File: config.mk
export PLATFORM = sky130hd
export DESIGN_NAME = pa_sysmap_busif_ctrl
export DESIGN_NICKNAME = d
export VERILOG_FILES = /design/src/rtl/pa_sysmap_pkg.sv /design/src/rtl/pa_sysmap_busif_dec.sv /design/src/rtl/pa_sysmap_busif_ctrl.sv
export SDC_FILE = /design/constraint.sdc
export NUM_CORES = 1
export LEC_CHECK = 0
export CAP_MARGIN = 20
export CORE_AREA = 5 5 248 250
export DETAILED_ROUTE_END_ITERATION = 16
export DIE_AREA = 0 0 253 255
export PLACE_DENSITY = 0.47
export SYNTH_ARGS = -nofsm -noshare
export SYNTH_HDL_FRONTEND = slang
export SYNTH_SLANG_ARGS = --single-unit
File: constraint.sdc
create_clock -name sysmap_clk -period 3.61 [get_ports sysmap_clk]
set_input_delay 0.722 -clock sysmap_clk [delete_from_list [all_inputs] [get_ports sysmap_clk]]
set_output_delay 0.722 -clock sysmap_clk [all_outputs]
set_load 0.01 [all_outputs]
File: src/rtl/pa_sysmap_pkg.sv
// Shared definitions for the sysmap bus-interface controller: FSM encoding,
// data width and the control-register index offset.
package pa_sysmap_pkg;

    localparam int DATA_W = 32;

    localparam logic [1:0] ST_SAMPLE = 2'd0;
    localparam logic [1:0] ST_IDLE   = 2'd1;
    localparam logic [1:0] ST_EXEC   = 2'd2;
    localparam logic [1:0] ST_RSP    = 2'd3;

    // Each region owns two indices (base, flag); the control register follows them.
    localparam int CTRL_IDX_MUL = 2;

    function automatic int ctrl_idx(input int region_num);
        return CTRL_IDX_MUL * region_num;
    endfunction

endpackage

File: src/rtl/pa_sysmap_busif_dec.sv
// Combinational request decode: index to one-hot strobes, read-value select,
// control-register hit and invalid (out-of-range or locked write) detection.
module pa_sysmap_busif_dec
    import pa_sysmap_pkg::*;
#(
    parameter int REGION_NUM = 8,
    parameter int IDX_W      = 5
) (
    input  logic [IDX_W-1:0]             idx_i,
    input  logic                         wen_i,
    input  logic                         lock_i,
    input  logic [DATA_W*REGION_NUM-1:0] base_value_i,
    input  logic [DATA_W*REGION_NUM-1:0] flg_value_i,
    output logic [REGION_NUM-1:0]        base_updt_o,
    output logic [REGION_NUM-1:0]        flg_updt_o,
    output logic                         ctrl_sel_o,
    output logic                         invalid_o,
    output logic [DATA_W-1:0]            rd_value_o
);

    localparam int RW = $clog2(REGION_NUM);
    localparam logic [IDX_W-1:0] CTRL_IDX = IDX_W'(ctrl_idx(REGION_NUM));

    logic          in_region;
    logic [RW-1:0] region;

    assign in_region = (idx_i < CTRL_IDX);
    assign region    = idx_i[RW:1];

    always_comb begin
        base_updt_o = '0;
        flg_updt_o  = '0;
        rd_value_o  = '0;
        ctrl_sel_o  = (idx_i == CTRL_IDX);
        invalid_o   = (idx_i > CTRL_IDX) || (wen_i && lock_i && in_region);
        if (in_region) begin
            rd_value_o = idx_i[0] ? flg_value_i[int'(region)*DATA_W +: DATA_W]
                                  : base_value_i[int'(region)*DATA_W +: DATA_W];
            if (wen_i && !lock_i) begin
                if (idx_i[0]) flg_updt_o[region]  = 1'b1;
                else          base_updt_o[region] = 1'b1;
            end
        end
    end

endmodule

File: src/rtl/pa_sysmap_busif_ctrl.sv
// Sysmap region register bank sequencer: post-reset sample pulse, then
// fixed-latency single-beat register access. Optional lock: PA_SYSMAP_LOCK_EN.
module pa_sysmap_busif_ctrl
    import pa_sysmap_pkg::*;
#(
    parameter int REGION_NUM = 8,
    parameter int IDX_W      = 5
) (
    input  logic                         sysmap_clk,
    input  logic                         cpurst,
    input  logic                         ctrl_req_vld,
    output logic                         ctrl_req_ready,
    input  logic                         ctrl_req_wen,
    input  logic [IDX_W-1:0]             ctrl_req_idx,
    input  logic [DATA_W-1:0]            ctrl_req_wdata,
    output logic                         ctrl_ack,
    output logic                         ctrl_err,
    output logic [DATA_W-1:0]            ctrl_rdata,
    output logic                         ifu_sysmap_rst_sample,
    output logic [REGION_NUM-1:0]        busif_base_addr_updt,
    output logic [REGION_NUM-1:0]        busif_flg_updt,
    output logic [DATA_W-1:0]            busif_wdata,
    input  logic [DATA_W*REGION_NUM-1:0] busif_base_addr_value,
    input  logic [DATA_W*REGION_NUM-1:0] busif_flg_value
);

    logic [1:0]            state_q, state_d;
    logic                  sample_q;
    logic                  wen_q, pend_err_q, ctrl_q;
    logic [IDX_W-1:0]      idx_q;
    logic [REGION_NUM-1:0] base_updt_q, flg_updt_q;
    logic [DATA_W-1:0]     wdata_q, rdata_q;
    logic                  ack_q, err_q;
    logic                  lock;
    logic                  accept;

    logic [IDX_W-1:0]      dec_idx;
    logic                  dec_wen;
    logic [REGION_NUM-1:0] dec_base, dec_flg;
    logic                  dec_ctrl, dec_invalid;
    logic [DATA_W-1:0]     dec_rd_value;

    // State register
    always_ff @(posedge sysmap_clk or posedge cpurst) begin
        if (cpurst) state_q <= ST_SAMPLE;
        else        state_q <= state_d;
    end

    // Next-state logic; SAMPLE holds one extra cycle so the pulse is seen while ready is low
    always_comb begin
        state_d = state_q;
        case (state_q)
            ST_SAMPLE: if (sample_q)     state_d = ST_IDLE;
            ST_IDLE:   if (ctrl_req_vld) state_d = ST_EXEC;
            ST_EXEC:                     state_d = ST_RSP;
            default:                     state_d = ST_IDLE;
        endcase
    end

    // Output decode
    always_comb begin
        ctrl_req_ready = (state_q == ST_IDLE);
    end

    assign accept = (state_q == ST_IDLE) && ctrl_req_vld;

    // Decode the live request in IDLE, the latched one afterwards (read select in EXEC)
    assign dec_idx = (state_q == ST_IDLE) ? ctrl_req_idx : idx_q;
    assign dec_wen = (state_q == ST_IDLE) ? ctrl_req_wen : wen_q;

    pa_sysmap_busif_dec #(
        .REGION_NUM (REGION_NUM),
        .IDX_W      (IDX_W)
    ) u_dec (
        .idx_i        (dec_idx),
        .wen_i        (dec_wen),
        .lock_i       (lock),
        .base_value_i (busif_base_addr_value),
        .flg_value_i  (busif_flg_value),
        .base_updt_o  (dec_base),
        .flg_updt_o   (dec_flg),
        .ctrl_sel_o   (dec_ctrl),
        .invalid_o    (dec_invalid),
        .rd_value_o   (dec_rd_value)
    );

    always_ff @(posedge sysmap_clk or posedge cpurst) begin
        if (cpurst) begin
            sample_q    <= 1'b0;
            wen_q       <= 1'b0;
            idx_q       <= '0;
            pend_err_q  <= 1'b0;
            ctrl_q      <= 1'b0;
            base_updt_q <= '0;
            flg_updt_q  <= '0;
            wdata_q     <= '0;
            ack_q       <= 1'b0;
            err_q       <= 1'b0;
            rdata_q     <= '0;
        end else begin
            sample_q    <= (state_q == ST_SAMPLE) && !sample_q;
            base_updt_q <= '0;
            flg_updt_q  <= '0;
            ack_q       <= 1'b0;
            err_q       <= 1'b0;
            rdata_q     <= '0;
            if (accept) begin
                wen_q       <= ctrl_req_wen;
                idx_q       <= ctrl_req_idx;
                pend_err_q  <= dec_invalid;
                ctrl_q      <= dec_ctrl;
                base_updt_q <= dec_base;
                flg_updt_q  <= dec_flg;
                if (ctrl_req_wen) wdata_q <= ctrl_req_wdata;
            end
            if (state_q == ST_EXEC) begin
                ack_q <= 1'b1;
                err_q <= pend_err_q;
                if (!pend_err_q && !wen_q)
                    rdata_q <= ctrl_q ? {{(DATA_W-1){1'b0}}, lock} : dec_rd_value;
            end
        end
    end

`ifdef PA_SYSMAP_LOCK_EN
    logic lock_q;

    always_ff @(posedge sysmap_clk or posedge cpurst) begin
        if (cpurst)
            lock_q <= 1'b0;
        else if (accept && ctrl_req_wen && dec_ctrl && ctrl_req_wdata[0])
            lock_q <= 1'b1;
    end

    assign lock = lock_q;
`else
    assign lock = 1'b0;
`endif

    assign ifu_sysmap_rst_sample = sample_q;
    assign busif_base_addr_updt  = base_updt_q;
    assign busif_flg_updt        = flg_updt_q;
    assign busif_wdata           = wdata_q;
    assign ctrl_ack              = ack_q;
    assign ctrl_err              = err_q;
    assign ctrl_rdata            = rdata_q;

endmodule

Word-level counts from Yosys, hierarchy flattened --
Index checks and enable logic that the tools add are counted.
Operators by class: order comparisons 4, equality and inequality tests 5, shift operators 2, muxes and demuxes 22, reductions and logical operators 10
Operators with widths (number):
- 256-bit by 9-bit variable part select with 32-bit output | 2
- 32-bit two-way mux | 5
- 8-bit two-way mux | 8
- 2-bit case mux with 3 select lines | 1
- 5-bit equality test, second input constant | 1
- 5-bit greater-than comparator, second input constant | 1
- 5-bit < comparator, second input constant | 1
- 5-bit two-way mux | 1
- 1-bit logical AND | 4
- 3-bit by 4-bit < comparator with 1-bit output, second input constant | 1
- 1-bit two-way mux | 4
- 2-bit two-way mux | 2
- 2-bit != test, second input constant | 2
- 2-bit AND reduction | 2
- 1-bit demux with 3-bit select | 1
- 3-bit by 1-bit >= comparator with 1-bit output, second input constant | 1
- 1-bit logical NOT | 3
- 2-bit by 1-bit equality test with 1-bit output, second input constant | 1
- 2-bit equality test, second input constant | 1
- 2-bit logical NOT | 1
Storage, ports and cells: flip-flop bits (word level) 93, bits of input ports 553

Longest topological paths before layout --
depth after elaboration 10, depth in mapped cells 11

Hierarchy --
Synthesis repeated with hierarchy kept, for this count alone.
Second synthesis, totals: cell total of the unflattened synthesis 761, area total of the unflattened synthesis 7892.6 µm²
By module, submodules not included:
- pa_sysmap_busif_dec | times used 1, cells an instance 544, area each 4403.0 µm²
- pa_sysmap_busif_ctrl | times used 1, cells an instance 217, area each 3489.6 µm²

Worst setup path before layout --
No wires, ideal clock.
path type reg2reg, start register state_q[1], end register rdata_q[23] (netlist: ctrl_rdata[23]), setup time 123 ps, arrival 2090 ps, data required time 3487 ps, path slack 1397 ps, cell stages (with the launch flop) 11, cell sequence dfrtp_1 -> inv_1 -> ha_1 -> buf_4 -> buf_6 -> mux2i_1 -> buf_2 -> clkbuf_1 -> nand4_1 -> o2111ai_1 -> nor2_1
On the way: longest elaborated chain between the ends 8, elaborated cells between the ends (all ways) 11
RTL lines:
- start, declared | RTL line pa_sysmap_busif_ctrl.sv:27 | logic [1:0] state_q, state_d;
- start signal, assigned | RTL line pa_sysmap_busif_ctrl.sv:46 | else state_q <= state_d;
- 2-bit by 1-bit equality test with 1-bit output (*)
- net ctrl_req_ready | RTL line pa_sysmap_busif_ctrl.sv:12 | output logic ctrl_req_ready,
- 5-bit two-way mux (*) | RTL line pa_sysmap_busif_ctrl.sv:68 | assign dec_idx = (state_q == ST_IDLE) ? ctrl_req_idx : idx_q;
- 256-bit by 9-bit variable part select with 32-bit output, on equally long branches | RTL line pa_sysmap_busif_dec.sv:38, pa_sysmap_busif_dec.sv:37
- 32-bit two-way mux | RTL line pa_sysmap_busif_dec.sv:37 | rd_value_o = idx_i[0] ? flg_value_i[int'(region)*DATA_W +: DATA_W]
- 32-bit two-way mux (*) | RTL line pa_sysmap_busif_dec.sv:36 | if (in_region) begin
- 32-bit two-way mux (*) | RTL line pa_sysmap_busif_ctrl.sv:120 | rdata_q <= ctrl_q ? {{(DATA_W-1){1'b0}}, lock} : dec_rd_value;
- 32-bit two-way mux (*) | RTL line pa_sysmap_busif_ctrl.sv:119 | if (!pend_err_q && !wen_q)
- 32-bit two-way mux (*) | RTL line pa_sysmap_busif_ctrl.sv:116 | if (state_q == ST_EXEC) begin
- end signal, assigned | RTL line pa_sysmap_busif_ctrl.sv:120
- end, declared | RTL line pa_sysmap_busif_ctrl.sv:32 | logic [DATA_W-1:0] wdata_q, rdata_q;
The timed path passes the listed nets; every way through them passes the cells marked *. A chain may end at the register's enable or synchronous reset.

Final worst setup path --
start register state_q[1], end register rdata_q[6] (netlist: ctrl_rdata[6])
On the way: longest elaborated chain between the ends 8, elaborated cells between the ends (all ways) 11
RTL lines (RTL line):
- 2-bit by 1-bit equality test with 1-bit output | pa_sysmap_busif_ctrl.sv:68
- 5-bit two-way mux | pa_sysmap_busif_ctrl.sv:68
- 256-bit by 9-bit variable part select with 32-bit output, on equally long branches | pa_sysmap_busif_dec.sv:38, pa_sysmap_busif_dec.sv:37
- 32-bit two-way mux | pa_sysmap_busif_dec.sv:37
- 32-bit two-way mux | pa_sysmap_busif_dec.sv:36
- 32-bit two-way mux | pa_sysmap_busif_ctrl.sv:120
- 32-bit two-way mux | pa_sysmap_busif_ctrl.sv:119
- 32-bit two-way mux (*) | pa_sysmap_busif_ctrl.sv:116
Mark *: on every way between the ends. The rest lies on a longest branch, timed or not.

==> results_dict.tcl <==
set metrics [dict create \
    synth_area_per_cell_sq_um 7.80 \
    synth_warnings 0 \
    io-pin-count 637 \
    global_route.overflow_total 0 \
    setup_ws_ps 637 \
    cp_max_fo 13 \
    ctsHoldBuffers 0 \
    detailedPlacementHpwl_mm 49.3 \
    path_class "flip-flop to flip-flop" \
    antenna_found_initial 6 \
    clock-root-buffer "clkbuf_16" \
    end_kind "flip-flop" \
    worstPathRequired_ps 3840 \
    synth_ff_type "dfrtp_1" \
    worst-endpoint-arrival_ps 3200 \
    synthCells 1048 \
    drt-initial-drc-count 591 \
    core_footprint_sq_mm 0.0588 \
    finalHoldViolCount 0 \
    max-clock-path-buffers 2 \
    dr_total_vias 10900 \
    async_reset_ff_share_pct 100 \
    rd_place_congestion 0.915 \
    run_status "complete, no violations" \
    setup_repair_after_global_routing_missed_its_margin "no" \
    transition_time_at_the_pin_with_the_least_slew_margin_ps 884 \
    post_layout_nonfiller_instances 2431 \
    critical_path.slowest_cell "a22o_2" \
    post_cts_resize_count 0 \
    dieWidth_um 253 \
    cts.reportedPaths.clkPinSlew_ps 80 \
    number_of_placement_rows 89 \
    seq_area_frac_synth_pct 28.5 \
    global_route.usage.total_pct 17.4 \
    max_stage_delay_ps 450 \
    leakagePower_nw 6.06 \
    startpoint_type "flip-flop" \
    tritoncts "yes" \
    worstSkewPairLatency_ps 380 \
    cts_buffers 9 \
    path_cells "inv_1 > ha_2 > buf_4 > nor2b_1 > a22o_2 > nand2_1 > a211oi_1 > nor4_1" \
    vias_per_cell 4.48 \
    met2WireLength_mm 30.4 \
    initial_utilization_pct 13.9 \
    maxSlewViolCount 0 \
    drt-met1-wl_mm 22.3 \
    cts_htree_levels 3 \
    syn_to_final_growth_pct 93.6 \
    layout.nets 2207 \
    fin_skew_ps 12.3 \
    place.detailed.instances 2412 \
    postLayoutCoreUtil_pct 26.9 \
    met3_wirelength_mm 5.67 \
    timing.setup.tns_ps 0 \
    post-route-drc-count 0 \
    totalPowerFinal_mw 10.3 \
    route.top_layer_used "met5" \
    routed_wirelength_mm 59.8 \
    detailedRoute.firstPassIterationCount 5 \
    first_global_vias 11800 \
    pre_cts_slack_ps 506 \
    max-slew-margin-rel_pct 41.1 \
    hold_path.class "flip-flop to flip-flop" \
    fp.dieArea_sq_mm 0.0645 \
    finalSetupViolations 0 \
    post_cts_buffers 0 \
    cellPowerDensity_mw_per_mm2 648 \
    route.antenna.remaining_nets 0 \
    ys_seq_elements 93 \
    grt_max_degree 55 \
    wire_per_inst_um 24.6 \
    grt_pass1_wl_mm 82.0 \
    numPortBuffers 636 \
    synth_area_sq_mm 0.00817 \
    die_h_um 255 \
    cts.sinks 93 \
    finalCritPeriodShare_pct 82.3 \
    yosysUniqueCellTypes 54 \
    finalCriticalPeriod_ps 2970 \
    maxCapViolCount 0 \
    synth_edf_count 0 \
    drive_above_1_share_pct 9.31 \
    maxClockFrequency_mhz 336 \
    synth.net_count 1605 \
    ir_worst_vdd_mv 0.301 \
]
[power breakdown]
group / switching (mW) / internal (mW)
combinational: 4.38 / 3.24
sequential: 0.192 / 1.35
clock: 0.542 / 0.553
total: 5.11 / 5.14
[synth_stat cells (all sizes together), types with 12 or more instances]
| cell | instances | area [sq um] |
|---|---|---|
| o311a | 12 | 120 |
| o21ai | 23 | 115 |
| nor4 | 13 | 81.3 |
| a31oi | 29 | 181 |
| mux2i | 29 | 303 |
| a21oi | 75 | 375 |
| a32oi | 17 | 168 |
| mux2 | 36 | 409 |
| nor2 | 86 | 323 |
| a22oi | 28 | 210 |
| nand3 | 88 | 445 |
| dfrtp | 93 | 2330 |
| mux4 | 31 | 698 |
| clkbuf | 35 | 131 |
| nand2 | 287 | 1080 |
| buf | 63 | 394 |
[registers in the layout (all words and copies together), names as in the netlist]
signal	cells
ctrl_ack	1
busif_wdata	32
wen_q	1
ctrl_rdata	32
busif_base_addr_updt	8
ctrl_err	1
pend_err_q	1
ifu_sysmap_rst_sample	1
ctrl_q	1
state_q	2
idx_q	5
busif_flg_updt	8
[critical path: cells and delay by family, from the launching register on]
family | cells | cell delay [ps]
AO/OA/AOI/OAI | 2 | 810
adder cells (fa/ha/maj) | 1 | 440
buffers and inverters | 2 | 400
flip-flops | 1 | 390
AND/OR/NAND/NOR | 3 | 770
[placed cells by master (no fill, tap or decap), types with 6 or more instances in the layout]
| cell type | synthesis | layout |
|---|---|---|
| a211oi_1 | 11 | 11 |
| a21oi_1 | 75 | 73 |
| a22o_1 | 7 | 6 |
| a22oi_1 | 28 | 27 |
| a31oi_1 | 29 | 29 |
| a32oi_1 | 16 | 16 |
| buf_4 | 11 | 48 |
| clkbuf_16 | 0 | 9 |
| clkdlybuf4s50_1 | 0 | 636 |
| dfrtp_1 | 93 | 93 |
| inv_1 | 8 | 7 |
| mux2_2 | 35 | 34 |
| mux2i_1 | 28 | 27 |
| mux4_2 | 31 | 31 |
| nand2_1 | 286 | 285 |
| nand3_1 | 87 | 87 |
| nor2_1 | 86 | 86 |
| nor3_1 | 7 | 7 |
| nor4_1 | 13 | 13 |
| o211ai_1 | 7 | 7 |
| o21ai_0 | 23 | 23 |
| o21bai_1 | 6 | 6 |
| o221ai_1 | 11 | 11 |
| o311a_1 | 12 | 12 |
| o32ai_1 | 6 | 6 |
[per-layer routing]
metal	up-vias	global-route usage, %
met3	70	5.48
li1	5013	-
met5	-	0
met2	614	31.5
met1	5189	19.7
met4	6	4.87
[worst paths after layout]
path,startpoint,to,slack [ps],depth (start not counted)
worst max-delay path,state_q[1],ctrl_rdata[6],640,8
worst min-delay path,ifu_sysmap_rst_sample,ifu_sysmap_rst_sample,460,1
worst max register to register,state_q[1],ctrl_rdata[6],640,8
worst min register to register,ifu_sysmap_rst_sample,ifu_sysmap_rst_sample,460,1
max in group asynchronous,cpurst,busif_wdata[7],1940,3
min in group asynchronous,cpurst,busif_wdata[15],820,2
[final cells by class]
| class | instances | area (sq um) |
|---|---|---|
| Timing Repair Buffer | 689 | 6830 |
| Clock inverter | 6 | 77.6 |
| Multi-Input combinational cell | 848 | 5340 |
| Tap cell | 773 | 967 |
| Inverter | 9 | 36.3 |
| Fill cell | 6418 | 43000 |
| Clock buffer | 10 | 229 |
| Antenna cell | 3 | 7.51 |
| Sequential cell | 93 | 2330 |
[kinds of logic (layout without fill, tap and decap cells)]
family / count (synthesis) / count (layout) / synth area share, %
compound gates: 250 / 250 / 21.3
fa+ha+maj: 4 / 4 / 0.613
mux: 96 / 96 / 17.3
other cells: 0 / 3 / 0
buf+inv: 107 / 714 / 6.85
flops: 93 / 93 / 28.5
simple gates: 498 / 498 / 25.5
[per-stage QoR]
stage                     hold slack, ps  instance area, sq um
final                                460                 15800
after floorplan                      446                  8170
after detailed placement             453                 15500
after CTS                            470                 15800
after global placement               447                 15500
after global routing                 488                 15800
No activity file was read; power rests on OpenSTA's default activity.
==> patch 1, RTL diff (same settings) <==
Add a define of `PA_SYSMAP_LOCK_EN`.
--- a/src/rtl/pa_sysmap_busif_ctrl.sv
+++ b/src/rtl/pa_sysmap_busif_ctrl.sv
@@ -1,5 +1,7 @@
 // Sysmap region register bank sequencer: post-reset sample pulse, then
 // fixed-latency single-beat register access. Optional lock: PA_SYSMAP_LOCK_EN.
+`define PA_SYSMAP_LOCK_EN
+
 module pa_sysmap_busif_ctrl
     import pa_sysmap_pkg::*;
 #(
Check against the original RTL: not equivalent (a bounded check fails within 10 cycles, from zero or initial values and one cycle with cpurst high).
==> patch 1 against the unedited design <==
- maximum frequency decreased by 2.7%
- sequential cell count increased by 1
- wire length decreased by 2.3%
- total power increased by 2.3%
- cell area decreased by 1.3%
- critical endpoint is now ctrl_rdata[15]
- area after synthesis decreased by 3.1%
- setup slack got worse by 0.084 ns
- worst hold slack got worse by 0.021 ns
==> patch 1: results (changes against the unedited design) <==
[logic_synthesis]
ys_top_cells_by_count = nand2_1, mux2i_1, nand3_1
synth_cell_types = 42  ; -22%
synth_nets = 1592  ; -0.81%
synthFlopType = dfrtp_1
synth_area_leaders = dfrtp_1, mux2i_1, nand2_1
synth_cells = 1035  ; -1.2%
yosysSeqAreaShare = 0.297  ; +0.0123

[power_and_ir_drop]
vdd.ir_drop.worst_v = 0.000378  ; +25%
comb_power_share = 0.754  ; +0.011
p_clk_mw = 1.04  ; -5%

[final_layout]
nets = 2190  ; -0.77%
stdcell_count = 2421  ; -0.41%
drive_gt1_frac = 0.0684  ; -0.0247
fillers = 6521  ; +1.6%

[clock_network]
worstSkewPairLatency_ns = 0.40  ; +0.02 ns
clk_pin_slew_ns = 0.10  ; +0.02 ns

[global_routing]
grt_max_degree = 52  ; -5.5%
gr-usage-all-layers = 0.168  ; -0.00537
antenna_found_initial = 14  ; +8
grt_pass1_wl_mm = 78.5  ; -4.3%

[timing]
fin_hold_ws_ns = 0.439  ; -0.0207 ns
max_slew_margin = 0.296  ; -0.115
skew_ns = 0.0283  ; +0.0161 ns

[drt]
wirelength_mm = 58.4  ; -2.3%
route.met3.wl_mm = 4.52  ; -20%
drt_iter0_markers = 755  ; +28%
vias_per_cell = 4.30  ; -4.1%
wl_met1_mm = 24.4  ; +9.3%
met2_length_mm = 28.4  ; -6.5%
drt-pass1-iter-count = 7  ; +2

[setup_path]
cp_top_family = buffers and inverters
cp_max_fo = 42  ; +29
cp_slowest_stage_delay_ns = 0.48  ; +0.03 ns
r2r_cells = 10  ; +2
crit_path_top_delay_cell = mux2_8

[outcome]
status = completed

patch 1: changes by cell type in the layout (fill, tap and decap cells not counted), moves of 22 or more:
cell and change:
mux4_2 -31, a22oi_1 -27, a31oi_1 -26, nor2_1 -69, o22ai_1 +22, mux2i_1 +106
nand3_1 +35
patch 1: per-layer routing:
layer / vias to the layer above / GRT usage
met2: 445 / 0.280
met5: - / 0
met3: 53 / 0.0502
li1: 4897 / -
met1: 4997 / 0.215
met4: 8 / 0.0433
patch 1: cell families after synthesis:
kind of cell / Yosys count / synth area share
adders and majority gates: 4 / 0.00632
muxes: 176 / 0.230
buffers and inverters: 103 / 0.0675
DFF: 94 / 0.297
and+or+nand+nor: 516 / 0.290
AOI/OAI and AO/OA: 142 / 0.109
patch 1: path summary, 6_finish.rpt:
kind / start / endpoint
worst max register to register: state_q[1] / ctrl_rdata[15]
min in group asynchronous: cpurst / ctrl_rdata[26]
worst min register to register: ifu_sysmap_rst_sample / ifu_sysmap_rst_sample
max in group asynchronous: cpurst / ctrl_rdata[21]
worst min-delay path: ifu_sysmap_rst_sample / ifu_sysmap_rst_sample
worst max-delay path: state_q[1] / ctrl_rdata[15]
patch 1: through the flow:
stage                     worst slack, ns  instance area (sq um)
after floorplan                     0.439                   7920
after global placement              0.286                  15300
after detailed placement            0.263                  15300
after CTS                           0.627                  15600
after global routing                0.447                  15600
final                               0.554                  15600
patch 1: cell type report:
class	instances	area [sq um]	area share
antenna	10	25.0	0.00160
clock buffer	9	225	0.0144
clock inverter	7	75.1	0.00481
inverter	9	36.3	0.00233
multi-input combinational	838	5080	0.326
sequential	94	2350	0.151
tap	773	967	0.0620
timing repair buffer	681	6840	0.438
==> patch 2, RTL diff (config.mk and constraints unchanged) <==
Made on the original files. Put one more register stage on the output `ctrl_err`, with the module's reset. The value now appears one clock later. The other outputs are not delayed to match.
--- a/src/rtl/pa_sysmap_busif_ctrl.sv
+++ b/src/rtl/pa_sysmap_busif_ctrl.sv
@@ -142,7 +142,13 @@
     assign busif_flg_updt        = flg_updt_q;
     assign busif_wdata           = wdata_q;
     assign ctrl_ack              = ack_q;
-    assign ctrl_err              = err_q;
+    always_ff @(posedge sysmap_clk or posedge cpurst) begin
+        if (cpurst) begin
+            ctrl_err <= '0;
+        end else begin
+            ctrl_err <= err_q;
+        end
+    end
     assign ctrl_rdata            = rdata_q;
 
 endmodule
Behaviour: not the same (a bounded check fails within 10 cycles, from zero or initial values and one cycle with cpurst high).
==> patch 2 against the unedited design <==
- area after synthesis grew 0.31%
- sequential cell count grew 1
- combinational power grew 1%
- total power grew 0.58%
- cell area grew 0.39%
- utilization grew 0.10 points
- setup slack lost 0.058 ns
- global-route usage shrank 0.32 points
- wire length shrank 1.6%
- critical endpoint is now ctrl_req_ready
==> patch 2: results (changes against the unedited design) <==
[placement]
gp_congestion = 0.898  ; -1.9%
dp_hpwl_mm = 48.7  ; -1.1%

[logic_synthesis]
synth-seq-cells = 94  ; +1.1%
synth_nets = 1606  ; +0.062%
yosysSeqAreaShare = 0.287  ; +0.00218
ys_top_cells_by_count = nand2_1, dfrtp_1, nand3_1
avgSynthCellArea_sq_um = 7.81  ; +0.21%
synth_area_leaders = dfrtp_1, nand2_1, mux4_2

[final_layout]
fillers = 6365  ; -0.83%
drive_gt1_frac = 0.0924  ; -0.000604
diodes = 5  ; +2
clk_share = 0.0188  ; -0.000548
seq_area_sq_mm = 0.00235  ; +1.1%
signal_buffers = 688  ; -0.15%
nonClkBufAreaFrac = 0.433  ; +0.00101
multi_input_area_sq_mm = 0.00534  ; about the same

[power_and_ir_drop]
p_clk_mw = 1.04  ; -5%
p_clk_frac = 0.100  ; -0.007
p_sw_mw = 5.17  ; +1.1%
comb_power_share = 0.747  ; +0.004
vdd.ir_drop.worst_v = 0.000250  ; -17%

[global_routing]
grt_max_degree = 64  ; +16%
antenna_found_initial = 17  ; +11
gr-usage-all-layers = 0.171  ; -0.00316
grt_pass1_wl_mm = 80.0  ; -2.4%
grt_pass1_vias = 11602  ; -1.3%

[drt]
drt_iter0_markers = 596  ; +0.85%
wl_per_cell_microns = 24.2  ; -1.7%
vias_per_cell = 4.47  ; -0.17%

[setup_path]
crit_path_top_delay_cell = ha_2
cp_top_family = buffers and inverters
cp_slowest_stage_delay_ns = 0.58  ; +0.13 ns

[outcome]
status = completed

[timing]
max_slew_margin = 0.385  ; -0.0261
skew_ns = 0.0102  ; -0.00208 ns

patch 2: cell count changes after synthesis:
cell     before  now
dfrtp_1      93   94
patch 2: worst register-to-register path, delay by kind of cell (launching register included):
family          cells  cell delay, ns
simple gates        3            0.65
buf+inv             3            0.62
fa+ha+maj           1            0.58
mux                 1            0.55
flops               1            0.39
compound gates      1            0.11
patch 2: final timing paths:
kind	startpoint	to	slack [ns]	cells past startpoint
worst max-delay path	state_q[1]	ctrl_req_ready	0.58	4
worst min-delay path	err_q	ctrl_err	0.36	0
worst max register to register	state_q[1]	ctrl_rdata[29]	0.63	9
worst min register to register	err_q	ctrl_err	0.36	0
max in group asynchronous	cpurst	ctrl_rdata[9]	2.08	3
min in group asynchronous	cpurst	busif_wdata[21]	0.78	2
patch 2: cell families (layout without fill, tap and decap cells):
| group | count (synthesis) | count (layout) | share of synthesized area |
|---|---|---|---|
| simple gates | 498 | 498 | 0.254 |
| compound gates | 250 | 250 | 0.213 |
| buf+inv | 107 | 713 | 0.0682 |
| mux | 96 | 96 | 0.172 |
| flops | 94 | 94 | 0.287 |
| fa+ha+maj | 4 | 4 | 0.00611 |
| other cells | 0 | 5 | 0 |
patch 2: per-layer routing:
layer,wire length (microns),track usage,up-vias
li1,-,-,5023
met4,1980,0.0609,26
met1,22200,0.190,5138
met2,29000,0.303,599
met5,173,0,-
met3,5560,0.0585,96
patch 2: per-stage QoR:
stage | setup WS [ns] | util | hold slack, ns
detailed placement | 0.403 | 0.265 | 0.346
CTS | 0.533 | 0.270 | 0.370
global route | 0.398 | 0.270 | 0.374
finish | 0.579 | 0.270 | 0.360
global placement | 0.473 | 0.265 | 0.346
floorplan | 0.439 | - | 0.331
